$ cat config.mk
export PLATFORM = sky130hd
export DESIGN_NAME = sync_fifo_ctrl
export DESIGN_NICKNAME = d
export VERILOG_FILES = /design/src/rtl/fifo_pkg.sv /design/src/rtl/ram_dp_async_read.sv /design/src/rtl/sync_fifo_ctrl.sv
export SDC_FILE = /design/constraint.sdc
export NUM_CORES = 1
export LEC_CHECK = 0
export CORE_ASPECT_RATIO = 1.5
export CORE_MARGIN = 2
export CORE_UTILIZATION = 35
export DETAILED_ROUTE_END_ITERATION = 8
export DONT_BUFFER_PORTS = 1
export MAX_ROUTING_LAYER = met4
export SYNTH_ARGS = -nofsm -noshare
export SYNTH_HDL_FRONTEND = slang
export SYNTH_SLANG_ARGS = --single-unit
$ cat constraint.sdc
create_clock -name clk -period 1.86 [get_ports clk]
set_input_delay 0.372 -clock clk [delete_from_list [all_inputs] [get_ports clk]]
set_output_delay 0.372 -clock clk [all_outputs]
set_load 0.1 [all_outputs]
$ cat src/rtl/fifo_pkg.sv
// Shared helpers for the synchronous FIFO: pointer width, depth check and almost-flag margins.
package fifo_pkg;

    localparam int AF_MARGIN = 1;
    localparam int AE_MARGIN = 1;

    // Pointers carry one bit beyond the RAM address so full and empty are distinguishable.
    function automatic int ptr_width(input int depth);
        return $clog2(depth) + 1;
    endfunction

    function automatic bit is_pow2(input int n);
        return (n >= 2) && ((n & (n - 1)) == 0);
    endfunction

endpackage

$ cat src/rtl/ram_dp_async_read.sv
// Dual-port RAM with a synchronous write port and an asynchronous (combinational) read port.
module ram_dp_async_read #(
    parameter int WIDTH = 8,
    parameter int DEPTH = 16
) (
    input  logic                     clk,
    input  logic                     we,
    input  logic [$clog2(DEPTH)-1:0] addr_wr,
    input  logic [WIDTH-1:0]         data_wr,
    input  logic [$clog2(DEPTH)-1:0] addr_rd,
    output logic [WIDTH-1:0]         data_rd
);

    logic [WIDTH-1:0] mem [DEPTH];

    always_ff @(posedge clk) begin
        if (we) begin
            mem[addr_wr] <= data_wr;
        end
    end

    assign data_rd = mem[addr_rd];

endmodule

$ cat src/rtl/sync_fifo_ctrl.sv
// Single-clock show-ahead FIFO controller around ram_dp_async_read.
// Define FIFO_LEVEL_EN to add the level, almost_full and almost_empty outputs.
import fifo_pkg::*;

module sync_fifo_ctrl #(
    parameter int WIDTH     = 8,
    parameter int DEPTH     = 16,
    parameter int DEPTH_LOG = $clog2(DEPTH)
) (
    input  logic             clk,
    input  logic             rst,
    input  logic             wr_en,
    input  logic [WIDTH-1:0] wr_data,
    output logic             full,
    input  logic             rd_en,
    output logic [WIDTH-1:0] rd_data,
    output logic             empty,
    output logic             overflow,
    output logic             underflow
`ifdef FIFO_LEVEL_EN
    ,
    output logic [DEPTH_LOG:0] level,
    output logic               almost_full,
    output logic               almost_empty
`endif
);

    localparam int PTR_W = ptr_width(DEPTH);
    typedef logic [PTR_W-1:0] ptr_t;

    if (!is_pow2(DEPTH)) begin : g_bad_depth
        $error("sync_fifo_ctrl: DEPTH must be a power of 2 and >= 2");
    end

    ptr_t wr_ptr;
    ptr_t rd_ptr;
    logic push;
    logic pop;

    assign empty = (wr_ptr == rd_ptr);
    assign full  = (wr_ptr[PTR_W-1] != rd_ptr[PTR_W-1]) &&
                   (wr_ptr[PTR_W-2:0] == rd_ptr[PTR_W-2:0]);

    assign push = wr_en && !full;
    assign pop  = rd_en && !empty;

    // Pointers wrap naturally modulo 2*DEPTH; error pulses reflect the request of the previous cycle.
    always_ff @(posedge clk) begin
        if (rst) begin
            wr_ptr    <= '0;
            rd_ptr    <= '0;
            overflow  <= 1'b0;
            underflow <= 1'b0;
        end else begin
            if (push) begin
                wr_ptr <= wr_ptr + ptr_t'(1);
            end
            if (pop) begin
                rd_ptr <= rd_ptr + ptr_t'(1);
            end
            overflow  <= wr_en && full;
            underflow <= rd_en && empty;
        end
    end

    ram_dp_async_read #(
        .WIDTH (WIDTH),
        .DEPTH (DEPTH)
    ) u_ram (
        .clk     (clk),
        .we      (push),
        .addr_wr (wr_ptr[DEPTH_LOG-1:0]),
        .data_wr (wr_data),
        .addr_rd (rd_ptr[DEPTH_LOG-1:0]),
        .data_rd (rd_data)
    );

`ifdef FIFO_LEVEL_EN
    ptr_t level_next;

    assign level      = wr_ptr - rd_ptr;
    assign level_next = level + ptr_t'(push) - ptr_t'(pop);

    // Flags are registered from the post-edge occupancy so they track level without lag.
    always_ff @(posedge clk) begin
        if (rst) begin
            almost_full  <= 1'b0;
            almost_empty <= 1'b1;
        end else begin
            almost_full  <= (level_next >= ptr_t'(DEPTH - AF_MARGIN));
            almost_empty <= (level_next <= ptr_t'(AE_MARGIN));
        end
    end
`endif

endmodule
# == After elaboration in Yosys (flattened, before gate mapping) ==
# Memories as Yosys holds them, arrays and structs flattened. A register that Yosys moved wholly into a read port is not among the register bits.
# Cells that the tools add are included.
# word_totals
reg_bits,12
ramBits,128
elab_cells,21
mem_count,1
# memory_table
memory,depth,word_bits,rd,rd_ports_with_merged_regs,write_ports,line,text
u_ram.mem,16,8,1,1,1,ram_dp_async_read.sv:14,logic [WIDTH-1:0] mem [DEPTH];
# op_classes
addsub,2
eq_ne,3
muxes,4
n_reduce_logical,7
# op_table
cell,count
"adder 5 x 1 -> 5 bit, second input constant",2
two-way mux 4 bit,2
equality test 5 bit,1
logical AND 1 bit,5
equality test 4 bit,1
logical NOT 1 bit,2
two-way mux 1 bit,2
!= test 1 bit,1

# == Depth between registers and ports, before layout ==
# logic_depth
word_depth,6
ltp_mapped,6
depth_no_buf,5

# == By module ==
# A second synthesis with hierarchy kept.
# hier_totals
cells_unflattened,295
hier_area_um2,5689.2
# modules_own_cells
mod,n_inst,cells_each,area_each_um2,seq_area_each_um2
ram_dp_async_read,1,221,4987.3,3843.7
sync_fifo_ctrl,1,74,701.9,240.2

# == Worst setup path before layout ==
# Ideal clock, no wire load.
# synth_timing
kind,reg-to-reg
from,register wr_ptr[3]
to,register rd_ptr[4]
setup_ns,0.197
arrival_time_ns,2.368
slack_ns,-0.705
path_stages_with_launch,6
n_path_buf,1
cell_sequence,dfxtp_1 > buf_4 > xnor2_1 > nand4_1 > nor2_1 > o211ai_1
# synth_via
elab_chain_len,3
# synth_lines
element,line,text
start: declaration,sync_fifo_ctrl.sv:35,ptr_t wr_ptr;
start signal: assignment,sync_fifo_ctrl.sv:56,wr_ptr <= wr_ptr + ptr_t'(1);
equality test 5 bit,sync_fifo_ctrl.sv:40,assign empty = (wr_ptr == rd_ptr);
via empty,sync_fifo_ctrl.sv:17,"output logic empty,"
logical NOT 1 bit,sync_fifo_ctrl.sv:45,assign pop = rd_en && !empty;
logical AND 1 bit,sync_fifo_ctrl.sv:45,
end signal: assignment,sync_fifo_ctrl.sv:59,rd_ptr <= rd_ptr + ptr_t'(1);
end: declaration,sync_fifo_ctrl.sv:36,ptr_t rd_ptr;
# The timed path passes the listed nets, and every way through them passes these cells.
# A chain may end at the register's enable or synchronous reset.

==> flow_summary.toml <==
[yosys]
netlist_top_cells_count = "sky130_fd_sc_hd__edfxtp_1 (128), sky130_fd_sc_hd__nand2_1 (20), sky130_fd_sc_hd__a22oi_1 (18)"
synth_edf_count = 128
synth_area_leaders = "sky130_fd_sc_hd__edfxtp_1 (65%), sky130_fd_sc_hd__mux4_1 (7.1%), sky130_fd_sc_hd__mux4_2 (6.1%)"
synthesis.nets = 345
post-synth-top-area-cell = "sky130_fd_sc_hd__edfxtp_1"
synth_cells = 328
synthesis.area_per_instance_um2 = 18.0
number_of_storage_elements_in_the_synthesis_netlist = 144
synthesis.area_um2 = 5910
yosys_warnings = 0
synth.most_common_cell = "sky130_fd_sc_hd__edfxtp_1"
netlist-cell-type-count = 43
yosys.area.top_type_share = 0.650
async_set_or_reset_register_ratio_after_synthesis = 0
synth_flop_cell = "sky130_fd_sc_hd__edfxtp_1"
synth_seq_area_share = 0.705

[final_layout]
layout.area.seq_um2 = 4180
fillerInstances = 1417
final_core_utilization = 0.450
post-route-cell-area_um2 = 7470
final_net_count = 403
final_cell_count_no_fill = 609
antenna_cells_inserted = 0
post_route_cells_drive_above_1_share = 0.424
multi_input_comb_area_um2 = 1800
area_growth_syn_to_layout_pct = 26.4

[clock_network]
cts_bufs_inserted = 17
clock_tree.htree_level_count = 4
clock_insertion_delay_worst_skew_ns = 0.41
cts_num_sinks = 144
clk_pin_slew_ns = 0.06
cell_chosen_for_the_clock_root = "sky130_fd_sc_hd__clkbuf_16"
cts-root-to-sink-buffers = 2
tritoncts = "done"

[global_routing]
grt_pass1_wl_um = 19900
met3_global_route_usage = 0.0395
grt_use_total = 0.163
busiest_layer = "met2"
grtUsageMet2 = 0.279
grt_start_max_net_pins = 23
initial_antenna_violation_count = 0
first_global_vias = 3396
met1_usage = 0.179
grt_overflow_total = 0

[power]
powerDensity_nw_per_um2 = 1490
leakagePower_nw = 2.38
irDropWorstVdd_mv = 1.71

[place]
gp_routability_congestion = 0.790
place.detailed.hpwl_um = 8560
place.detailed.instances = 566
post_dp_cell_area_um2 = 6600
placement.io_buffers = 0

[sta]
setup_violations = 26
layout_setup_ws_ns = -0.570
period_share = 1.31
tightestPinTransition_ns = 0.646
fmax_ghz = 0.411
slew_headroom = 0.568
grt_setup_unrepaired = "yes"
final-max-slew-violation-count = 0
clock-skew-final_ns = 0.00674
finalHoldViolCount = 0
timing.final.crit_period_ns = 2.43

[status]
failed_checks = "setup timing"
run_status = "complete, but fails checks"

[setup_path]
cp_startpoint_kind = "register"
setup.worst_path.end_class = "primary output"
arrival_ns = 2.06
required_ns = 1.49
crit_path_max_fanout = 10
worstSetupPathType = "register to primary output"

[drt]
ant_nets = 0
routed_wire_length_per_instance_um = 21.8
firstDrtPassIters = 4
drt_iter0_drc = 190
drc = 0
totalWireLength_um = 13300
vias_per_cell = 5.33
route.vias.total = 3243

[flow_run]
max_cap_viol_count = 0

[floorplanning]
core_um2 = 16600
floorplan.initialDensity = 0.356
die_width_um = 110
top_level_ports = 24
floorplan.die_area_um2 = 18000
std_cell_rows = 58
chipHeight_um = 163

[worst_hold_path]
timing.hold.worst.class = "input port to register"
cell usage in the layout, fill, tap and decap left out, types with 2 or more instances in the layout:
cell type and n:
sky130_fd_sc_hd__or4_1 2, sky130_fd_sc_hd__bufinv_16 3, sky130_fd_sc_hd__mux4_2 31, sky130_fd_sc_hd__a22oi_2 16, sky130_fd_sc_hd__nand2_1 12, sky130_fd_sc_hd__dfxtp_2 6, sky130_fd_sc_hd__nand3_1 10, sky130_fd_sc_hd__nor2b_1 6
sky130_fd_sc_hd__clkbuf_16 17, sky130_fd_sc_hd__dfxtp_4 2, sky130_fd_sc_hd__buf_4 42, sky130_fd_sc_hd__a22oi_1 2, sky130_fd_sc_hd__nand2_4 7, sky130_fd_sc_hd__nand4_1 2, sky130_fd_sc_hd__nor3_1 7, sky130_fd_sc_hd__ha_1 5
sky130_fd_sc_hd__edfxtp_1 128, sky130_fd_sc_hd__nor2_2 4, sky130_fd_sc_hd__inv_1 3, sky130_fd_sc_hd__a31oi_1 4, sky130_fd_sc_hd__nor2_1 4, sky130_fd_sc_hd__buf_6 3, sky130_fd_sc_hd__a21oi_1 3, sky130_fd_sc_hd__xnor2_2 4
sky130_fd_sc_hd__o41ai_1 2, sky130_fd_sc_hd__inv_6 5, sky130_fd_sc_hd__o211ai_1 8, sky130_fd_sc_hd__clkinvlp_4 4, sky130_fd_sc_hd__dfxtp_1 8, sky130_fd_sc_hd__nor2_4 8, sky130_fd_sc_hd__o21ai_0 2, sky130_fd_sc_hd__nand2b_1 3
sky130_fd_sc_hd__buf_12 10, sky130_fd_sc_hd__nor3b_1 3, sky130_fd_sc_hd__buf_16 2
repair_timing:
action / in CTS / in global routing
endpoints found under the hold margin: 1 / 0
setup endpoints to repair: 66 / 69
gates cloned: 2 / 0
pin swaps: 13 / 15
buffers inserted: 7 / 1
hold buffers: 1 / 0
gates resized for setup: 26 / 10
report_power, final:
group | total [mW] | switching (mW) | internal [mW]
Combinational | 3.82 | 2.31 | 1.51
Sequential | 3.86 | 0.107 | 3.76
Clock | 3.44 | 1.32 | 2.12
state kept, by name, indices dropped and copies added (netlist names), named ones only:
name       cells
wr_ptr         5
rd_ptr         5
overflow       1
underflow      1
u_ram.mem    128
critical path, cell delays in order (launching register included):
cell and delay [ns]:
sky130_fd_sc_hd__dfxtp_4 0.39, sky130_fd_sc_hd__buf_12 0.17, sky130_fd_sc_hd__mux4_2 0.54, sky130_fd_sc_hd__a22oi_2 0.29, sky130_fd_sc_hd__nand2_4 0.25
worst paths after layout:
check,end,cells after the start,slack (ns),startpoint
min reg2reg,rd_ptr[3],2,0.65,rd_ptr[3]
max reg2reg,u_ram.mem[0][0],5,-0.04,rd_ptr[2]
max,rd_data[0],4,-0.57,register
min,rd_ptr[1],1,0.02,rst
cell families after synthesis:
kind of cell    synth area share
flops                      0.705
fa+ha+maj                 0.0106
simple gates              0.0654
xor+xnor                 0.00889
buf+inv                   0.0252
mux                        0.134
compound gates            0.0515
area by class of cell:
| class | count | share of cell area |
|---|---|---|
| clock buffers | 17 | 0.0569 |
| repair buffers | 58 | 0.0822 |
| multi-input cells | 162 | 0.240 |
| inverters | 3 | 0.00151 |
| well taps | 210 | 0.0352 |
| flip-flops and latches | 144 | 0.559 |
| clock inverters | 15 | 0.0243 |
stage by stage:
step	setup slack, ns	setup TNS (ns)	hold WS [ns]	total power [mW]
5_1_grt	-0.625	-9.60	0.00379	11.5
3_5_place_dp	-0.204	-6.91	0.449	7.31
6_report	-0.570	-4.86	0.0171	11.1
2_1_floorplan	-0.215	-3.66	0.471	6.46
3_3_place_gp	-0.208	-3.09	0.445	7.28
4_1_cts	-0.636	-4.93	0.0000416	11.2
metal layers:
metal | routed length, µm | up-vias
li1 | - | 1457
met1 | 4920 | 1661
met2 | 7320 | 104
met3 | 708 | 21
met4 | 317 | 0
met5 | 0 | -
No activity file was read; power rests on OpenSTA's default activity.
